===== src/rtl/water_flow_led_if.sv =====
// Control and LED-drive bundle for the water-flow LED sequencer.
// The sequencer is the slave side; the switch logic / board is the master.
interface water_flow_led_if #(
    parameter int LED_NUM = 8
);
    logic               en;
    logic               dir;
    logic               mode;
    logic               clr;
    logic [LED_NUM-1:0] led;
    logic               step_tick;
    logic               cycle_done;
    logic               running;

    modport master (
        output en, dir, mode, clr,
        input  led, step_tick, cycle_done, running
    );

    modport slave (
        input  en, dir, mode, clr,
        output led, step_tick, cycle_done, running
    );
endinterface


===== src/rtl/water_flow_led.sv =====
// Running-light LED sequencer: walking dot or Johnson fill bar, advanced once
// every DIV cycles, with pause, reverse, mode switch and synchronous clear.
module water_flow_led #(
    parameter int LED_NUM = 8,
    parameter int DIV     = 50_000_000
) (
    input logic             clk,
    input logic             rst_n,
    water_flow_led_if.slave bus
);
    localparam int             CW      = (DIV > 1) ? $clog2(DIV) : 1;
    localparam logic [CW-1:0]  CNT_MAX = CW'(DIV - 1);

    typedef enum logic [1:0] {IDLE, RUN, PAUSE} state_t;

    state_t             r_state;
    state_t             w_state_nxt;
    logic [2:0]         r_sync_meta;
    logic [2:0]         r_sync;
    logic               r_mode_q;
    logic [LED_NUM-1:0] r_led;
    logic [CW-1:0]      r_cnt;
    logic               r_step_tick;
    logic               r_cycle_done;

    logic               w_en_s;
    logic               w_dir_s;
    logic               w_mode_s;
    logic               w_mode_chg;
    logic [LED_NUM-1:0] w_start;
    logic [LED_NUM-1:0] w_adv;
    logic [LED_NUM-1:0] w_led_nxt;
    logic [CW-1:0]      w_cnt_nxt;
    logic               w_step_nxt;
    logic               w_done_nxt;

    function automatic logic [LED_NUM-1:0] f_start(input logic m, input logic d);
        logic [LED_NUM-1:0] v;
        v = '0;
        if (!m) begin
            if (d) v[LED_NUM-1] = 1'b1;
            else   v[0]         = 1'b1;
        end
        return v;
    endfunction

    // Johnson directions are exact inverses, so a dir flip reverses in place.
    function automatic logic [LED_NUM-1:0] f_advance(input logic [LED_NUM-1:0] v,
                                                     input logic m, input logic d);
        logic [LED_NUM-1:0] r;
        case ({m, d})
            2'b00:   r = {v[LED_NUM-2:0], v[LED_NUM-1]};
            2'b01:   r = {v[0], v[LED_NUM-1:1]};
            2'b10:   r = {v[LED_NUM-2:0], ~v[LED_NUM-1]};
            default: r = {~v[0], v[LED_NUM-1:1]};
        endcase
        return r;
    endfunction

    assign w_en_s     = r_sync[2];
    assign w_dir_s    = r_sync[1];
    assign w_mode_s   = r_sync[0];
    assign w_mode_chg = (w_mode_s != r_mode_q) && (r_state != IDLE);
    assign w_start    = f_start(w_mode_s, w_dir_s);
    assign w_adv      = f_advance(r_led, w_mode_s, w_dir_s);

    // NOTE: sequential state uses non-blocking assignments so every flop samples pre-edge values.
    always_ff @(posedge clk or negedge rst_n) begin
        if (!rst_n) r_state <= IDLE;
        else        r_state <= w_state_nxt;
    end

    // NOTE: every always_comb output gets a default first so no latch is inferred.
    always_comb begin
        w_state_nxt = r_state;
        if (bus.clr) begin
            w_state_nxt = IDLE;
        end else if (!w_mode_chg) begin
            case (r_state)
                IDLE:    if (w_en_s)  w_state_nxt = RUN;
                RUN:     if (!w_en_s) w_state_nxt = PAUSE;
                PAUSE:   if (w_en_s)  w_state_nxt = RUN;
                default: w_state_nxt = IDLE;
            endcase
        end
    end

    // The PAUSE->RUN edge already counts, so a held cnt resumes where it left off.
    always_comb begin
        w_led_nxt  = r_led;
        w_cnt_nxt  = r_cnt;
        w_step_nxt = 1'b0;
        w_done_nxt = 1'b0;
        if (bus.clr) begin
            w_led_nxt = '0;
            w_cnt_nxt = '0;
        end else if (w_mode_chg) begin
            w_led_nxt = w_start;
            w_cnt_nxt = '0;
        end else begin
            case (r_state)
                IDLE: begin
                    w_led_nxt = w_en_s ? w_start : '0;
                    w_cnt_nxt = '0;
                end
                RUN, PAUSE: begin
                    if (w_en_s) begin
                        if (r_cnt == CNT_MAX) begin
                            w_led_nxt  = w_adv;
                            w_cnt_nxt  = '0;
                            w_step_nxt = 1'b1;
                            w_done_nxt = (w_adv == w_start);
                        end else begin
                            w_cnt_nxt = r_cnt + CW'(1);
                        end
                    end
                end
                default: begin
                    w_led_nxt = '0;
                    w_cnt_nxt = '0;
                end
            endcase
        end
    end

    always_ff @(posedge clk or negedge rst_n) begin
        if (!rst_n) begin
            r_sync_meta  <= '0;
            r_sync       <= '0;
            r_mode_q     <= 1'b0;
            r_led        <= '0;
            r_cnt        <= '0;
            r_step_tick  <= 1'b0;
            r_cycle_done <= 1'b0;
        end else begin
            r_sync_meta  <= {bus.en, bus.dir, bus.mode};
            r_sync       <= r_sync_meta;
            r_mode_q     <= w_mode_s;
            r_led        <= w_led_nxt;
            r_cnt        <= w_cnt_nxt;
            r_step_tick  <= w_step_nxt;
            r_cycle_done <= w_done_nxt;
        end
    end

    assign bus.led        = r_led;
    assign bus.step_tick  = r_step_tick;
    assign bus.cycle_done = r_cycle_done;
    assign bus.running    = (r_state == RUN);
endmodule

===== src/flat_wrapper.sv =====
// flat-port wrapper written by rule: the top's interface ports become plain ports
module water_flow_led_flat 
#(
    parameter int LED_NUM = 8,
    parameter int DIV     = 50_000_000
)
  (clk, rst_n, bus_en, bus_dir, bus_mode, bus_clr, bus_led, bus_step_tick, bus_cycle_done, bus_running);
  water_flow_led_if #(.LED_NUM(LED_NUM)) bus_i ();
  input logic clk;
  input logic rst_n;
  input wire logic [$bits(bus_i.en)-1:0] bus_en;
  input wire logic [$bits(bus_i.dir)-1:0] bus_dir;
  input wire logic [$bits(bus_i.mode)-1:0] bus_mode;
  input wire logic [$bits(bus_i.clr)-1:0] bus_clr;
  output wire logic [$bits(bus_i.led)-1:0] bus_led;
  output wire logic [$bits(bus_i.step_tick)-1:0] bus_step_tick;
  output wire logic [$bits(bus_i.cycle_done)-1:0] bus_cycle_done;
  output wire logic [$bits(bus_i.running)-1:0] bus_running;
  assign bus_i.en = bus_en;
  assign bus_i.dir = bus_dir;
  assign bus_i.mode = bus_mode;
  assign bus_i.clr = bus_clr;
  assign bus_led = bus_i.led;
  assign bus_step_tick = bus_i.step_tick;
  assign bus_cycle_done = bus_i.cycle_done;
  assign bus_running = bus_i.running;
  water_flow_led #(.LED_NUM(LED_NUM), .DIV(DIV)) u_core (.clk(clk), .rst_n(rst_n), .bus(bus_i));
endmodule

===== config.mk =====
export PLATFORM = sky130hd
export DESIGN_NAME = water_flow_led_flat
export DESIGN_NICKNAME = d
export VERILOG_FILES = /design/src/rtl/water_flow_led_if.sv /design/src/rtl/water_flow_led.sv /design/src/flat_wrapper.sv
export SDC_FILE = /design/constraint.sdc
export NUM_CORES = 1
export LEC_CHECK = 0
export CAP_MARGIN = 20
export CORE_ASPECT_RATIO = 0.7
export CORE_MARGIN = 1.5
export CORE_UTILIZATION = 59
export DETAILED_ROUTE_END_ITERATION = 6
export GPL_ROUTABILITY_DRIVEN = 1
export PLACE_DENSITY = 0.8
export SLEW_MARGIN = 5
export SYNTH_ARGS = -nofsm -noshare
export SYNTH_HDL_FRONTEND = slang
export SYNTH_SLANG_ARGS = --single-unit
export TNS_END_PERCENT = 30

===== constraint.sdc =====
create_clock -name clk -period 3.1 [get_ports clk]
set_input_delay 0.31 -clock clk [delete_from_list [all_inputs] [get_ports clk]]
set_output_delay 0.31 -clock clk [all_outputs]
set_load 0.01 [all_outputs]

Word-level counts from Yosys, hierarchy flattened
Cells that the tools add are included.
{ "totals": {"ff_bits": 45, "in_bits": 6, "out_inout_bits": 11, "wordCells": 62} }
{ "op_classes": {"n_eq_ne": 12, "n_bitwise": 2, "muxes": 31, "n_reduce_logical": 8, "n_addsub": 1} }
{ "op_table": {"columns": ["operator", "n"], "rows": [
  ["two-way mux 26 bit", 5],
  ["two-way mux 8 bit", 5],
  ["adder 26 x 1 -> 26 bit (second input constant)", 1],
  ["== test 26 bit (second input constant)", 1],
  ["one-hot mux 8 bit (3 select lines)", 1],
  ["one-hot mux 8 bit (2 select lines)", 1],
  ["two-way mux 1 bit", 14],
  ["== test 8 bit", 1],
  ["two-way mux 2 bit", 4],
  ["inequality test 4 x 2 -> 1 bit (second input constant)", 2],
  ["== test 2 x 1 -> 1 bit (second input constant)", 2],
  ["== test 2 bit (second input constant)", 2],
  ["logical NOT 2 bit", 2],
  ["one-hot mux 2 bit (2 select lines)", 1],
  ["OR reduction 2 bit", 2],
  ["inequality test 3 x 1 -> 1 bit (second input constant)", 1],
  ["inequality test 3 bit (second input constant)", 1],
  ["AND reduction 3 bit", 1],
  ["inequality test 2 bit (second input constant)", 1],
  ["inverter 1 bit", 2],
  ["AND reduction 2 bit", 1],
  ["nonzero test 2 bit", 1],
  ["logical AND 1 bit", 1],
  ["inequality test 1 bit", 1]
]} }

Logic depth before layout (Yosys ltp)
Gate-level depths: netlist (run 1).
{ "depth": {"depth_word": 8, "mapped_depth": 8} }

Worst setup path before layout (run 1)
No wires, ideal clock.
{ "synth_timing": {"path_kind": "reg-to-reg", "from": "reg u_core.r_cnt[9]", "to": "reg u_core.r_led[0], in the netlist u_core.bus.led[0]", "path_buffers": 0, "setup_ps": 125, "arrival_ps": 2189, "path_stages_with_launch": 6, "path_slack_ps": 787, "path_cell_list": "dfrtp_1 or4b_1 or4_1 nand4bb_4 nand2_1 mux2_2"} }
{ "synth_between": {"elab_chain_cells": 3} }
{ "synth_rtl": {"columns": ["element", "line_no", "text"], "rows": [
  ["start: declaration", "water_flow_led.sv:22", "logic [CW-1:0] r_cnt;"],
  ["start signal: assignment", "water_flow_led.sv:140", "r_cnt <= w_cnt_nxt;"],
  ["== test 26 bit", "water_flow_led.sv:108", "if (r_cnt == CNT_MAX) begin"],
  ["inequality test 4 x 2 -> 1 bit (no line)", null, null],
  ["AND reduction 2 bit (no line)", null, null],
  ["end signal: assignment", "water_flow_led.sv:139", "r_led <= w_led_nxt;"],
  ["end: declaration", "water_flow_led.sv:21", "logic [LED_NUM-1:0] r_led;"]
]} }
Every way passes these cells.
A chain may end at the register's enable or synchronous reset.

Final worst setup path (run 1)
{ "layout_timing": {"from": "reg u_core.r_state[1]", "to": "reg u_core.r_led[7], in the netlist u_core.bus.led[7]"} }
{ "layout_between": {"elab_chain_cells": 5, "elab_cells_between_ends": 12} }
{ "layout_rtl": {"columns": ["element", "line_no", "text"], "rows": [
  ["start: declaration", "water_flow_led.sv:16", "state_t r_state;"],
  ["start signal: assignment", "water_flow_led.sv:70", "else r_state <= w_state_nxt;"],
  ["== test 2 x 1 -> 1 bit or == test 2 bit (tied branches)", "water_flow_led.sv:101", "case (r_state)"],
  ["OR reduction 2 bit", "water_flow_led.sv:101", null],
  ["one-hot mux 8 bit (2 select lines)", "water_flow_led.sv:101", null],
  ["two-way mux 8 bit", "water_flow_led.sv:97", "end else if (w_mode_chg) begin"],
  ["two-way mux 8 bit", "water_flow_led.sv:94", "if (bus.clr) begin"]
]} }
Several ways; a longest one is shown, not always the timed one.

==> results of run 1 <==
## layer usage
layer	part of all wire [%]	track usage (%)	wire length, um	vias to the layer above
met1	48	45.5	2910	1113
met3	8.7	5.51	533	14
met5	0	0	0	-
met2	42	39.9	2550	132
met4	1.9	8.96	114	0
li1	-	-	-	1058
## logic make-up after synthesis
family,synth area share (%)
AO/OA/AOI/OAI,16.5
XOR/XNOR,3.08
adder cells (fa/ha/maj),2.45
buffers and inverters,3.82
flip-flops,44.0
multiplexers,4.01
AND/OR/NAND/NOR,26.1
## per-stage QoR
stage | power [W] | hold slack, ns | worst slack [ns] | instance area [sq um] | cells
final | 0.00148 | 0.356 | 0.416 | 2910 | 350
after global routing | 0.00155 | 0.363 | 0.185 | 2910 | 350
after CTS | 0.00148 | 0.204 | 0.450 | 2880 | 348
after detailed placement | 0.00101 | 0.337 | 0.464 | 2760 | 340
after global placement | 0.000994 | 0.332 | 0.557 | 2760 | 340
after floorplan | 0.000885 | 0.0144 | 0.787 | 2560 | 280
## registers in the layout (all words and copies together) (netlist names)
name                   cells
u_core.r_mode_q            1
u_core.bus.led             8
u_core.r_cnt              26
u_core.r_sync              3
u_core.bus.step_tick       1
u_core.r_state             2
u_core.bus.cycle_done      1
u_core.r_sync_meta         3
## power by group through the flow
stage / Sequential, W / Clock, W / Combinational, W
after floorplan: 0.000647 / 0 / 0.000238
after global placement: 0.000654 / 0 / 0.000340
after detailed placement: 0.000655 / 0 / 0.000354
after CTS: 0.000644 / 0.000475 / 0.000358
after global routing: 0.000649 / 0.000498 / 0.000404
final: 0.000644 / 0.000472 / 0.000364
## cell type report
| type | count | share of cell area [%] |
|---|---|---|
| clock buffer | 6 | 2.84 |
| timing repair buffer | 23 | 7.65 |
| multi-input combinational | 211 | 45.9 |
| inverter | 11 | 1.42 |
| sequential | 45 | 38.7 |
| clock inverter | 2 | 1.29 |
| tap | 52 | 2.23 |
## path summary, 6_finish.rpt
kind | start | end | slack (ns)
min | u_core.r_sync_meta[0] | u_core.r_sync[0] | 0.36
max in group asynchronous | rst_n | u_core.bus.cycle_done | 2.13
min in group asynchronous | rst_n | u_core.r_state[1] | 0.47
min reg2reg | u_core.r_sync_meta[0] | u_core.r_sync[0] | 0.36
max | u_core.r_state[1] | u_core.bus.led[7] | 0.42
max reg2reg | u_core.r_state[1] | u_core.bus.led[7] | 0.42
## what timing repair did
action / in CTS / in global routing
hold endpoints to repair: 0 / 17
hold buffers: 0 / 1
buffers inserted: 0 / 0
## cells in the mapped netlist, types with 6 or more instances
cell type	instances	area, sq um
mux2i_1	8	80.1
a21oi_1	21	105
o21ai_0	22	110
nand4_1	6	37.5
dfrtp_1	45	1130
nor2_1	29	109
nor3_1	10	50.1
clkbuf_1	10	37.5
inv_1	11	41.3
or3_1	11	68.8
nand2_1	21	78.8
o2111ai_1	6	52.6
nand3_1	6	30.0
==> out/metrics.yaml, run 1 <==
rows: 19
clk_latency_ns: 0.30
synthesis.area_sq_um: 2560
hold_viol_final: 0
ys_seq_area_share_pct: 44.0
p_sw_share_pct: 31.9
synthArstFlopShare_pct: 100
grt_pass1_vias: 2126
n_antenna_cell: 0
clockPowerShare_pct: 31.9
fmaxAchievable_mhz: 373
critical_path.top_delay_family: "simple AND/OR/NAND/NOR gates"
finish.utilization_pct: 72.1
drv_cap: 0
wl_per_cell_um: 17.4
cp-start-kind: "register"
area_growth_pct: 13.9
dp_hpwl_um: 4130
cp_num_cells: 6
status: "completed"
fin_skew_ns: 0.00502
post-route-min-period_ns: 2.68
synth_edf_count: 0
routed_wl_um: 6110
numCtsBuffers: 5
crit_type: "register to register"
post-route-period-util_pct: 86.6
vias: 2317
grt_overflow: 0
multi_input_area_sq_um: 1340
synth.avg_cell_area_sq_um: 9.13
clock_sinks: 45
cpMostUsedCell: "nor2b_1"
gp_congestion: 0.894
ir_drop_mv: 0.346
hold_path_class: "register to register"
synth_seq_cells: 45
synth_nets: 291
p_leak_nw: 1.14
yosys.cell_types.count: 43
seq_area_sq_um: 1130
cp_slowest_stage_delay_ns: 0.70
syn_inst: 280
crit_required_ns: 3.30
cp_slowest_cell: "nor2b_1"
drt-initial-drc-count: 307
start_util_pct: 63.3
path_buf_inv: 1
drc: 0
power_density_nw_per_um2: 508
dieArea_sq_um: 4740
crit_chain: "inv_1 > ha_1 > nor2b_1 > nor2b_1 > nand2_1 > mux2_2"
hold_depth: 0
cts-resized-gates: 0
track_usage_pct: 28.8
detail-route-antenna-nets: 0
slew_viol_final: 0
nFillCells: 334
portBuffers: 16
max_slew.worst_pin.slew_ns: 0.834
p_int_w: 0.00101
grt_pass1_wl_um: 10300
yosys_most_used_dff: "dfrtp_1"
pin_count: 17
rr_worst_depth: 6
avgViaCountPerCell: 6.62
core_sq_um: 4040
cts_buffer_depth: 2
clkTransAtPathRegs_ns: 0.09
ctsHtreeMaxLevel: 2
cts_tree: "built"
ys_warn_count: 0
critPathCaptureType: "register"
slew_headroom_pct: 44.3
finalSetupViolCount: 0
final_common_cell: "dfrtp_1"
drive_gt1_share_pct: 8.72
final_cell_mix: "dfrtp_1, nor2_1, nand2_1, a21oi_1, o21ai_0"
power_frac_comb_pct: 24.6
p_switching_w: 0.000471
die_width_um: 81.7
cp.arrival_ns: 2.88
worstPathMaxFanout: 11
layout.nets: 308
grt_max_degree: 46
seqPwrFrac_pct: 43.6
rsz0062_at_grt: "no"
root_buffer: "clkbuf_8"
antenna_found_initial: 0
firstDrtPassIters: 5
fin_setup_tns_ns: 0
die_y_um: 58.1
Note: power is estimated with default switching activity, not from simulation.
==> run 2, diff against run 1 <==
CORE_UTILIZATION = 66   (was 59)
CTS_BUF_LIST = sky130_fd_sc_hd__clkbuf_4 sky130_fd_sc_hd__clkbuf_8   (was unset)
PLACE_DENSITY = 0.88   (was 0.8)
clock period = 3.3 ns   (was 3.1 ns; I/O delays follow)
==> run 2 against run 1 <==
Compared with the run above: utilization up 7.0 points; clock power is 28% lower; total power decreased by 14%; fmax shrank 1.8%; largest cell class unchanged.
==> out/metrics.yaml, run 2 (same netlist as run 1, synthesis figures left out) <==
antenna_found_initial: 0
finish.utilization_pct: 79.1
p_switching_w: 0.000432
die_y_um: 55.1
clkTransAtPathRegs_ns: 0.08
core_sq_um: 3630
critPathCaptureType: "register"
cp-start-kind: "register"
cp.arrival_ns: 2.92
pin_count: 17
grt_max_degree: 46
grt_overflow: 0
ctsHtreeMaxLevel: 2
wl_per_cell_um: 17.6
status: "completed"
drv_cap: 0
area_growth_pct: 12.1
dieArea_sq_um: 4260
gp_congestion: 0.920
seqPwrFrac_pct: 47.3
vias: 2295
drc: 0
grt_pass1_wl_um: 9940
power_density_nw_per_um2: 446
power_frac_comb_pct: 26.1
p_leak_nw: 1.12
routed_wl_um: 6080
clock_sinks: 45
crit_required_ns: 3.49
ir_drop_mv: 0.330
firstDrtPassIters: 5
slew_viol_final: 0
numCtsBuffers: 5
largest_reg_flops: 26
path_buf_inv: 1
drive_gt1_share_pct: 8.11
cts_buffer_depth: 2
cts-resized-gates: 0
finalSetupViolCount: 0
p_sw_share_pct: 33.8
crit_type: "register to register"
clockPowerShare_pct: 26.5
post-route-min-period_ns: 2.73
root_buffer: "clkbuf_8"
cpMostUsedCell: "nor2b_1"
rsz0062_at_grt: "no"
fin_skew_ns: 0.00281
die_width_um: 77.4
crit_chain: "inv_1 > ha_1 > nor2b_1 > nor2b_1 > nand2_1 > mux2_2"
rows: 18
n_antenna_cell: 0
hold_path_class: "register to register"
final_common_cell: "dfrtp_1"
cp_slowest_cell: "nor2b_1"
clk_latency_ns: 0.30
start_util_pct: 70.5
post-route-period-util_pct: 82.9
track_usage_pct: 31.0
portBuffers: 16
drt-initial-drc-count: 246
final_cell_mix: "dfrtp_1, nor2_1, nand2_1, a21oi_1, o21ai_0"
layout.nets: 307
hold_viol_final: 0
cp_slowest_stage_delay_ns: 0.72
slew_headroom_pct: 42.1
avgViaCountPerCell: 6.63
dp_hpwl_um: 4030
detail-route-antenna-nets: 0
fmaxAchievable_mhz: 366
fin_setup_tns_ns: 0
cts_tree: "built"
grt_pass1_vias: 1976
worstPathMaxFanout: 11
max_slew.worst_pin.slew_ns: 0.867
critical_path.top_delay_family: "simple AND/OR/NAND/NOR gates"
p_int_w: 0.000846
top_register: "u_core.r_cnt"
==> run 2: cell types whose count changed in the layout (fill, tap and decap cells not counted) <==
cell       change
clkinv_4       +1
buf_4          -1
clkbuf_8       -1
bufinv_16      -1
==> run 2: final timing paths <==
path                       slack [ns]                 to             startpoint  cells past startpoint
setup / recovery                 0.57  u_core.bus.led[0]      u_core.r_state[1]                      6
hold / removal                   0.36   u_core.r_sync[1]  u_core.r_sync_meta[1]                      0
setup reg to reg                 0.57  u_core.bus.led[0]      u_core.r_state[1]                      6
hold reg to reg                  0.36   u_core.r_sync[1]  u_core.r_sync_meta[1]                      0
max in group asynchronous        2.42   u_core.r_cnt[15]                  rst_n                      3
min in group asynchronous        0.42  u_core.r_state[0]                  rst_n                      2
==> run 2: metrics by stage <==
stage	hold slack, ns	instance area (sq um)	total power [W]	worst slack (ns)	cells
floorplan	0.0344	2560	0.000831	0.987	280
global placement	0.332	2750	0.000934	0.758	337
detailed placement	0.337	2750	0.000937	0.692	337
CTS	0.220	2840	0.00127	0.577	344
global route	0.361	2870	0.00134	0.397	346
finish	0.355	2870	0.00128	0.565	346
==> run 2: power groups by stage <==
stage	Combinational (W)	Sequential [W]	Clock, W
after floorplan	0.000223	0.000608	0
after global placement	0.000320	0.000614	0
after detailed placement	0.000321	0.000616	0
after CTS	0.000325	0.000605	0.000342
after global routing	0.000364	0.000610	0.000364
final	0.000334	0.000605	0.000339
==> run 2: final cells by class <==
type | instances | area (sq um)
multi-input cells | 211 | 1340
flip-flops and latches | 45 | 1130
fillers | 245 | 758
repair buffers | 22 | 215
clock buffers | 5 | 68.8
well taps | 50 | 62.6
inverters | 11 | 41.3
clock inverters | 2 | 16.3
==> run 2: per-layer routing <==
metal / up-vias / global-route usage [%] / share of wire (%)
li1: 1055 / - / -
met1: 1115 / 45.8 / 48
met2: 116 / 46.8 / 42
met3: 9 / 5.25 / 8.8
met4: 0 / 10.6 / 1.4
met5: - / 0 / 0
==> run 2: worst register-to-register path: cells and delay by family (launching register included) <==
family / cells / cell delay, ns
flip-flops: 1 / 0.40
multiplexers: 1 / 0.39
buffers and inverters: 1 / 0.09
adder cells (fa/ha/maj): 1 / 0.37
AND/OR/NAND/NOR: 3 / 1.38
==> run 2: repair_timing <==
| action | CTS | global route |
|---|---|---|
| hold buffers | 0 | 1 |
| endpoints found under the setup margin | 0 | 0 |
| endpoints found under the hold margin | 0 | 10 |
| setup buffers | 0 | 0 |
==> run 3, diff against run 2 <==
CORE_UTILIZATION = 55   (was 66)
PLACE_DENSITY = 0.78   (was 0.88)
clock period = 2.5 ns   (was 3.3 ns; I/O delays follow)
==> run 3 against run 2 <==
Compared with the run above: worst hold slack got worse by 0.0024 ns; worst setup slack got worse by 0.46 ns; fmax up 14%; cell area grew 3.7%; die area increased by 19%; combinational power up 40%; critical path type unchanged; largest power group unchanged; highest routed layer unchanged.
==> out/metrics.yaml, run 3 (same netlist as run 1, synthesis figures left out) <==
status: "completed"
rsz0062_at_grt: "no"
hold_viol_final: 0
numCtsBuffers: 5
drive_gt1_share_pct: 12.0
power_w: 0.00180
cp_slowest_cell: "or4b_1"
power_density_nw_per_um2: 605
routed_wl_um: 6100
rr_worst_depth: 5
nFillCells: 350
r2r_start: "u_core.r_cnt[9]"
top_register: "u_core.r_cnt"
detail-route-antenna-nets: 0
final_common_cell: "dfrtp_1"
ir_drop_mv: 0.615
final_cell_mix: "dfrtp_1, nor2_1, a21oi_1, o21ai_0, nand2_1"
start_util_pct: 58.1
antenna_found_initial: 0
fin_skew_ns: 0.00854
max_slew.worst_pin.slew_ns: 0.605
fmaxAchievable_mhz: 418
critPathCaptureType: "register"
post-route-min-period_ns: 2.39
dieArea_sq_um: 5070
die_width_um: 84.5
clk_latency_ns: 0.30
grt_overflow: 0
vias: 2278
crit_chain: "or4b_1 > or4_1 > nand4bb_4 > nand2_2 > mux2_2"
reg2reg_slack_ns: 0.11
n_antenna_cell: 0
clkTransAtPathRegs_ns: 0.08
cts_tree: "built"
fin_setup_tns_ns: 0
root_buffer: "clkbuf_8"
largest_reg_flops: 26
portBuffers: 16
post-route-period-util_pct: 95.7
grt_pass1_vias: 2158
hold_ws_ns: 0.353
cp.arrival_ns: 2.57
cp-start-kind: "register"
finalSetupViolCount: 0
drc: 0
grt_max_degree: 29
track_usage_pct: 26.5
cts_buffer_depth: 2
crit_type: "register to register"
dp_hpwl_um: 4350
slew_viol_final: 0
gp_congestion: 0.974
p_leak_nw: 1.19
die_y_um: 60.1
clock_sinks: 45
layout.nets: 319
startpoint: "u_core.r_cnt[9]"
area_growth_pct: 16.2
finish.utilization_pct: 67.5
hold_path_class: "register to register"
critPathCapture: "u_core.bus.led[0]"
drt-initial-drc-count: 339
pin_count: 17
grt_pass1_wl_um: 10400
r2r_end: "u_core.bus.led[0]"
avgViaCountPerCell: 6.28
rows: 20
ctsHtreeMaxLevel: 2
cp_slowest_stage_delay_ns: 0.53
drv_cap: 0
crit_required_ns: 2.68
core_sq_um: 4400
wl_per_cell_um: 16.8
firstDrtPassIters: 5
slew_headroom_pct: 59.7
worstPathMaxFanout: 13
[run 3: changes by cell type in the layout (fill, tap and decap cells not counted)]
cell,delta
buf_12,-1
buf_4,+13
bufinv_16,+1
clkinv_2,+1
clkinv_4,-1
clkinvlp_4,-1
nand2_1,-1
nand2_2,+1
[run 3: power by group]
| part | total (W) | switching [W] | internal [W] |
|---|---|---|---|
| registers | 0.000801 | 0.0000448 | 0.000756 |
| clock network | 0.000530 | 0.000239 | 0.000291 |
| logic | 0.000469 | 0.000279 | 0.000190 |
| total | 0.00180 | 0.000562 | 0.00124 |
[run 3: cell type report]
type	instances	area [sq um]	share of cell area (%)
clock buffers	5	68.8	2.31
clock inverters	2	35.0	1.18
inverters	11	41.3	1.39
multi-input cells	211	1340	45.1
flip-flops and latches	45	1130	37.9
well taps	55	68.8	2.31
repair buffers	34	293	9.85
[run 3: worst min path at each step]
stage / start / endpoint / slack, ns / depth (start not counted)
3_3_place_gp: rst_n / u_core.r_state[1] / 0.21 / 1
2_1_floorplan: rst_n / u_core.bus.cycle_done / -0.05 / 0
4_1_cts: u_core.r_sync_meta[1] / u_core.r_sync[1] / 0.35 / 0
6_report: u_core.r_sync_meta[1] / u_core.r_sync[1] / 0.35 / 0
3_5_place_dp: rst_n / u_core.r_state[0] / 0.21 / 1
5_1_grt: u_core.r_sync_meta[0] / u_core.r_sync[0] / 0.37 / 0
[run 3: worst max-delay path: cells and delay by family, from the launching register on]
family / cells / cell delay (ns)
and+or+nand+nor: 4 / 1.54
DFF: 1 / 0.39
muxes: 1 / 0.35
[run 3: per-layer routing]
layer / vias up / wire length (um) / GRT usage [%]
met2: 113 / 2540 / 36.8
met3: 7 / 503 / 6.22
met5: - / 0 / 0
met4: 0 / 49 / 8.29
li1: 1074 / - / -
met1: 1084 / 3000 / 40.9
[run 3: metrics by stage]
step / std cells / instance area (sq um) / setup WS [ns]
floorplan: 280 / 2560 / 0.187
global placement: 355 / 2860 / 0.0944
detailed placement: 355 / 2860 / 0.0559
CTS: 363 / 2970 / 0.0316
global route: 363 / 2970 / 0.00976
finish: 363 / 2970 / 0.106
[run 3: what timing repair did]
item / in CTS / in global routing
hold buffers: 1 / 0
setup buffers: 0 / 0
endpoints found under the setup margin: 0 / 4
resized for setup: 0 / 1
endpoints found under the hold margin: 17 / 0
